File: config.mk
export PLATFORM = sky130hd
export DESIGN_NAME = alu_logic_stage
export DESIGN_NICKNAME = d
export VERILOG_FILES = /design/src/rtl/alu_logic_stage.sv
export SDC_FILE = /design/constraint.sdc
export NUM_CORES = 1
export LEC_CHECK = 0
export ABC_AREA = 1
export CAP_MARGIN = 40
export CORE_MARGIN = 3
export CORE_UTILIZATION = 53
export DETAILED_ROUTE_END_ITERATION = 8
export PLACE_DENSITY = 0.88
export SYNTH_ARGS = -nofsm -noshare
export SYNTH_HDL_FRONTEND = slang
export SYNTH_SLANG_ARGS = --single-unit
File: constraint.sdc
create_clock -name clk -period 2.85 [get_ports clk]
set_input_delay 0.285 -clock clk [delete_from_list [all_inputs] [get_ports clk]]
set_output_delay 0.285 -clock clk [all_outputs]
set_load 0.05 [all_outputs]
File: src/rtl/alu_logic_stage.sv
// alu_logic_stage: registered 32-bit AND/OR/XOR/NOR stage feeding a 2-entry in-order result buffer.
// Build option ALU_PARITY_EN: store ^result per entry and present it on out_parity (else tied to 0).
module alu_logic_stage #(
    parameter int WIDTH = 32,
    parameter int CNT_W = 16
) (
    input  logic             clk,
    input  logic             rst,
    input  logic             in_valid,
    output logic             in_ready,
    input  logic [1:0]       op,
    input  logic [WIDTH-1:0] x,
    input  logic [WIDTH-1:0] y,
    output logic             out_valid,
    input  logic             out_ready,
    output logic [WIDTH-1:0] out_result,
    output logic             out_zero,
    output logic             out_parity,
    output logic [CNT_W-1:0] op_count
);

    localparam logic [1:0] OP_AND = 2'b00;
    localparam logic [1:0] OP_OR  = 2'b01;
    localparam logic [1:0] OP_XOR = 2'b10;
    localparam logic [1:0] OP_NOR = 2'b11;

    // Handshake: a transfer occurs on a rising edge where valid && ready are both high.
    // in_ready and out_valid derive from registered occupancy only, so there is no
    // combinational path from out_ready to in_ready and no same-cycle pass-through.

    logic [1:0]       count_q;
    logic [1:0]       count_d;
    logic             wr_ptr_q;
    logic             rd_ptr_q;
    logic [CNT_W-1:0] op_count_q;
    logic [WIDTH-1:0] res_q [2];
    logic [1:0]       zero_q;

    logic             accept;
    logic             pop;
    logic [WIDTH-1:0] result;
    logic             result_zero;

    always_comb begin
        result = '0;
        case (op)
            OP_AND:  result = x & y;
            OP_OR:   result = x | y;
            OP_XOR:  result = x ^ y;
            OP_NOR:  result = ~(x | y);
            default: result = '0;
        endcase
    end

    assign result_zero = (result == '0);

    assign in_ready  = (count_q != 2'd2);
    assign out_valid = (count_q != 2'd0);
    assign accept    = in_valid && in_ready;
    assign pop       = out_valid && out_ready;

    // Accept together with pop leaves occupancy unchanged; only the pointers move.
    always_comb begin
        count_d = count_q;
        case ({accept, pop})
            2'b10:   count_d = count_q + 2'd1;
            2'b01:   count_d = count_q - 2'd1;
            default: count_d = count_q;
        endcase
    end

    always_ff @(posedge clk or posedge rst) begin
        if (rst) begin
            count_q    <= 2'd0;
            wr_ptr_q   <= 1'b0;
            rd_ptr_q   <= 1'b0;
            op_count_q <= '0;
        end else begin
            count_q <= count_d;
            if (accept) begin
                wr_ptr_q   <= ~wr_ptr_q;
                op_count_q <= op_count_q + CNT_W'(1);
            end
            if (pop) begin
                rd_ptr_q <= ~rd_ptr_q;
            end
        end
    end

    // Entries are cleared on reset so the head reads 0 / zero=1 while empty.
    always_ff @(posedge clk or posedge rst) begin
        if (rst) begin
            res_q[0] <= '0;
            res_q[1] <= '0;
            zero_q   <= 2'b11;
        end else if (accept) begin
            res_q[wr_ptr_q]  <= result;
            zero_q[wr_ptr_q] <= result_zero;
        end
    end

    assign out_result = res_q[rd_ptr_q];
    assign out_zero   = zero_q[rd_ptr_q];
    assign op_count   = op_count_q;

`ifdef ALU_PARITY_EN
    logic [1:0] par_q;

    always_ff @(posedge clk or posedge rst) begin
        if (rst) begin
            par_q <= 2'b00;
        end else if (accept) begin
            par_q[wr_ptr_q] <= ^result;
        end
    end

    assign out_parity = par_q[rd_ptr_q];
`else
    assign out_parity = 1'b0;
`endif

endmodule
# Word level (Yosys, flattened, before mapping)
# Cells that the tools add are included.
op_classes:
  mux: 13
  reduce_logical: 8
  magnitude_cmp: 6
  n_bitwise: 8
  eq_ne: 6
  n_addsub: 3
ops:
  columns: ["cell", "n"]
  rows:
  - ["2-to-1 mux 32 bit", 4]
  - ["one-hot mux 32 bit (4 select lines)", 1]
  - ["bitwise mux 64 bit", 1]
  - ["AND 32 bit", 1]
  - ["demux 32 bit (select 1 bit)", 1]
  - ["zero test 32 bit", 1]
  - ["NOT 32 bit", 1]
  - ["bitwise OR 32 bit", 1]
  - ["bitwise XOR 32 bit", 1]
  - ["adder 16 x 1 -> 16 bit (second input constant)", 1]
  - ["== test 2 bit (second input constant)", 3]
  - ["== test 2 x 1 -> 1 bit (second input constant)", 2]
  - ["greater-or-equal comparator 2 bit (second input constant)", 2]
  - ["logical AND 1 bit", 4]
  - ["< comparator 1 x 2 -> 1 bit (second input constant)", 2]
  - ["NOT 1 -> 2 bit", 2]
  - ["one-hot mux 2 bit (2 select lines)", 1]
  - ["nonzero test 2 bit", 2]
  - ["2-to-1 mux 1 bit", 3]
  - ["adder 2 x 1 -> 2 bit (second input constant)", 1]
  - ["bitwise mux 2 bit", 1]
  - ["zero test 2 bit", 1]
  - ["< comparator 2 x 1 -> 1 bit (second input constant)", 1]
  - ["!= test 2 bit (second input constant)", 1]
  - ["other kinds (4)", 5]
totals:
  wordCells: 51
  reg_bits: 86
  input_bits: 70
  output_inout_bits: 52

# Depth between registers and ports, before layout
depth:
  ltp_word: 6
  mapped_depth: 13
  depth_no_buf: 12

# Worst setup path before layout
# OpenSTA, ideal clock, no wires.
synth_path:
  path_kind: "flip-flop to flip-flop"
  from: "register op_count_q[0], in the netlist op_count[0]"
  to: "register op_count_q[14], in the netlist op_count[14]"
  path_slack_ns: 0.977
  required_time_ns: 2.731
  period_less_slack_ns: 1.873
  arrival_ns: 1.755
  setup_time_ns: 0.119
  n_path_buf: 0
  path_stages_with_launch: 9
  cell_sequence: "dfrtp_1 ha_1 nand3_1 nor2_1 inv_1 nor2_1 nand4_1 xor2_1 inv_1"
synth_between:
  elab_chain_len: 1
synth_rtl:
  columns: ["element", "line_no", "rtl"]
  rows:
  - ["start: declaration", "35", "logic [CNT_W-1:0] op_count_q;"]
  - ["start signal: assignment", "82", "op_count_q <= op_count_q + CNT_W'(1);"]
  - ["adder 16 x 1 -> 16 bit", "82", null]
# No other way between the ends.
# A chain may end at the register's enable or synchronous reset.

# Final worst setup path
layout_path:
  from: "register rd_ptr_q"
  to: "output port out_zero"
layout_between:
  elab_chain_len: 2
layout_rtl:
  columns: ["element", "line_no", "rtl"]
  rows:
  - ["start: declaration", "34", "logic rd_ptr_q;"]
  - ["start signal: assignment", "85", "rd_ptr_q <= ~rd_ptr_q;"]
  - ["2-to-1 mux 1 bit (implied by the code) (2 in a row)", "103", "assign out_zero = zero_q[rd_ptr_q];"]
  - ["end: declaration", "17", "output logic out_zero,"]
# No other way between the ends. The select of a mux whose other input is x is not followed.

==> results.ini <==
[outcome]
status = completed

[clock_network]
ctsHoldBuffers = 0
clk_latency_ns = 0.33
path_clk_slew_ns = 0.06
root_buffer = clkbuf_16
cts_inserted_buffers = 9
cts_tree = yes
htreeDepth = 3
clock_path_buffers = 2
cts_setup_buffers = 0
cts-resized-gates = 0
cts.sinks = 86

[pwr]
p_leak_nw = 4.07
switching_power_mw = 3.19
clkPwrFrac_pct = 17.6
swShare_pct = 48.2
power_frac_seq_pct = 30.3
peakVddDrop_uv = 1030
internal-power_mw = 3.42
p_per_area_nw_per_um2 = 870
pwr-share-comb_pct = 52.1

[grt]
antenna_found_initial = 0
grt_max_degree = 66
first_global_vias = 5257
grt_overflow_total = 0
grt_first_pass_wirelength_mm = 24.1
gr-usage-all-layers_pct = 22.7

[logic_synthesis]
synth.most_common_cell = nand2_1
yosysTopAreaCell = dfrtp_1
synth_flop_cell = dfrtp_1
yosys_warnings = 0
yosysSeqAreaShare_pct = 35.2
avgSynthCellArea_um2 = 7.16
synth_edf_count = 0
syn_inst = 854
syn_nets = 990
yosys-top-cells-count = nand2_1, inv_1, nand3_1
ys_top_cells_by_area = dfrtp_1, nand2_1, ha_1, inv_1, nand3_1
ys_types = 28
yosys_register_bits = 86
async_flop_share_pct = 100
synth_area_um2 = 6120
synth.top_cell.area_share_pct = 34.4

[timing]
skew_ns = 0.00845
worstMarginPinSlew_ns = 0.753
rsz0062_at_grt = no
finalWorstSetupSlack_ns = 0.781
period_share_pct = 72.6
finalCriticalPeriod_ns = 2.07
maxSlewViolCount = 0
final-setup-viol-count = 0
finalHoldViolations = 0
fmax_mhz = 483
holdWs_ns = 0.384
tns_ns = 0
relSlewSlack_pct = 49.7

[setup_path]
criticalPathCategory = flip-flop to output pin
startpoint = rd_ptr_q
cp_cell_sequence = clkinv_1 -> buf_4 -> nand2_1 -> nand2_1 -> buf_4
regToRegSetupSlack_ns = 1.11
r2r_end = res_q[34]
r2r_cells = 7
cpPeakStageDelay_ns = 0.65
crit_slowest_cell = dfrtp_1
worstPathArrival_ns = 1.78
crit_family = flip-flops
crit_buf_inv = 3
crit_path_start_kind = flip-flop
critPathRequiredTime_ns = 2.57
crit_fanout = 17
reg2reg_from = count_q[0]
cp-end-kind = output pin

[cells_and_area]
postLayoutCoreUtil_pct = 68.5
drive_gt1_share_pct = 9.61
fin_cells = 1097
diodes = 0
fillers = 886
area_growth_pct = 24.1
finalNetCount = 1089

[hold_path]
hp-class = input pin to asynchronous set/reset pin

[place]
gp_congestion = 0.864
dp_slack_ns = 0.516
dp_cells = 1082
hpwl_mm = 10.8
io_buffers = 120

[drt]
num_vias = 5682
dr.first_iter.drc_count = 478
dr.pass1.iters = 5
post_drt_wl_per_cell_um = 13.0
antenna_left = 0
viasPerCell = 5.18
drc = 0
drt-total-wl_mm = 14.2

[floorplan]
die_y_um = 113
io_pins = 122
initial_utilization_pct = 55.2
coreArea_um2 = 11100
dieArea_um2 = 12900
num_rows = 38
die_w_um = 113

[run]
drv_cap = 0

worst max-delay path by stage:
| stage | to | slack (ns) | depth (start not counted) |
|---|---|---|---|
| after floorplan | count_q[0] | 0.35 | 1 |
| final | out_zero | 0.78 | 5 |
| after CTS | out_zero | 0.79 | 5 |
| after detailed placement | zero_q[0] | 0.52 | 12 |
| after global placement | zero_q[0] | 0.58 | 12 |
| after global routing | zero_q[1] | 0.67 | 12 |
metal layers:
| metal | global-route usage [%] | up-vias | part of all wire [%] |
|---|---|---|---|
| met3 | 3.34 | 20 | 6.9 |
| met1 | 32.4 | 2612 | 47 |
| met4 | 6.17 | 0 | 1.4 |
| met5 | 0 | - | 0 |
| li1 | - | 2830 | - |
| met2 | 36.3 | 220 | 45 |
registers in the layout, summed over array words and instances, names as in the netlist:
signal	flops
count_q	2
zero_q	2
rd_ptr_q	1
op_count	16
wr_ptr_q	1
res_q	64
per-stage QoR:
| stage | area, um2 | power, mW |
|---|---|---|
| after detailed placement | 7300 | 5.46 |
| after CTS | 7590 | 6.63 |
| after floorplan | 6120 | 4.35 |
| after global placement | 7300 | 5.40 |
| final | 7590 | 6.61 |
| after global routing | 7590 | 7.00 |
logic make-up (layout without fill, tap and decap cells):
kind of cell | count (synthesis) | in the layout | synth area share (%)
AND/OR/NAND/NOR | 436 | 436 | 31.2
buffers and inverters | 179 | 282 | 11.9
flip-flops | 86 | 86 | 35.2
AO/OA/AOI/OAI | 70 | 70 | 5.77
adder cells (fa/ha/maj) | 66 | 66 | 13.5
XOR/XNOR | 16 | 16 | 2.29
other | 1 | 1 | 0.0613
cell usage in the layout, fill, tap and decap left out, types with 3 or more instances in the layout:
cell / synthesis / routed
clkinvlp_4: 0 / 3
xnor2_1: 4 / 4
nand4_1: 4 / 4
a21oi_1: 4 / 4
inv_1: 133 / 132
nor2_1: 72 / 72
nand2_2: 2 / 3
nand2_1: 235 / 234
dfrtp_1: 84 / 84
clkbuf_16: 0 / 9
nor2_2: 12 / 12
clkdlybuf4s50_1: 0 / 86
xor2_1: 12 / 12
buf_4: 3 / 41
nand3_2: 10 / 10
nand3b_1: 11 / 11
o21ai_0: 65 / 65
ha_1: 66 / 66
nand3_1: 86 / 86
cell type report:
| type | instances | area [um2] | area share [%] |
|---|---|---|---|
| clock inverter | 6 | 70.1 | 0.923 |
| clock buffer | 9 | 225 | 2.97 |
| multi-input combinational | 589 | 3240 | 42.6 |
| timing repair buffer | 130 | 1210 | 16.0 |
| inverter | 137 | 518 | 6.82 |
| tap | 140 | 175 | 2.31 |
| sequential | 86 | 2150 | 28.4 |
power groups by stage:
stage	Combinational, mW	Clock (mW)	Sequential (mW)
2_1_floorplan	2.30	0	2.05
3_5_place_dp	3.45	0	2.00
5_1_grt	3.73	1.22	2.05
4_1_cts	3.46	1.17	1.99
6_report	3.44	1.16	2.00
3_3_place_gp	3.43	0	1.98
Note: power is estimated with default switching activity, not from simulation.
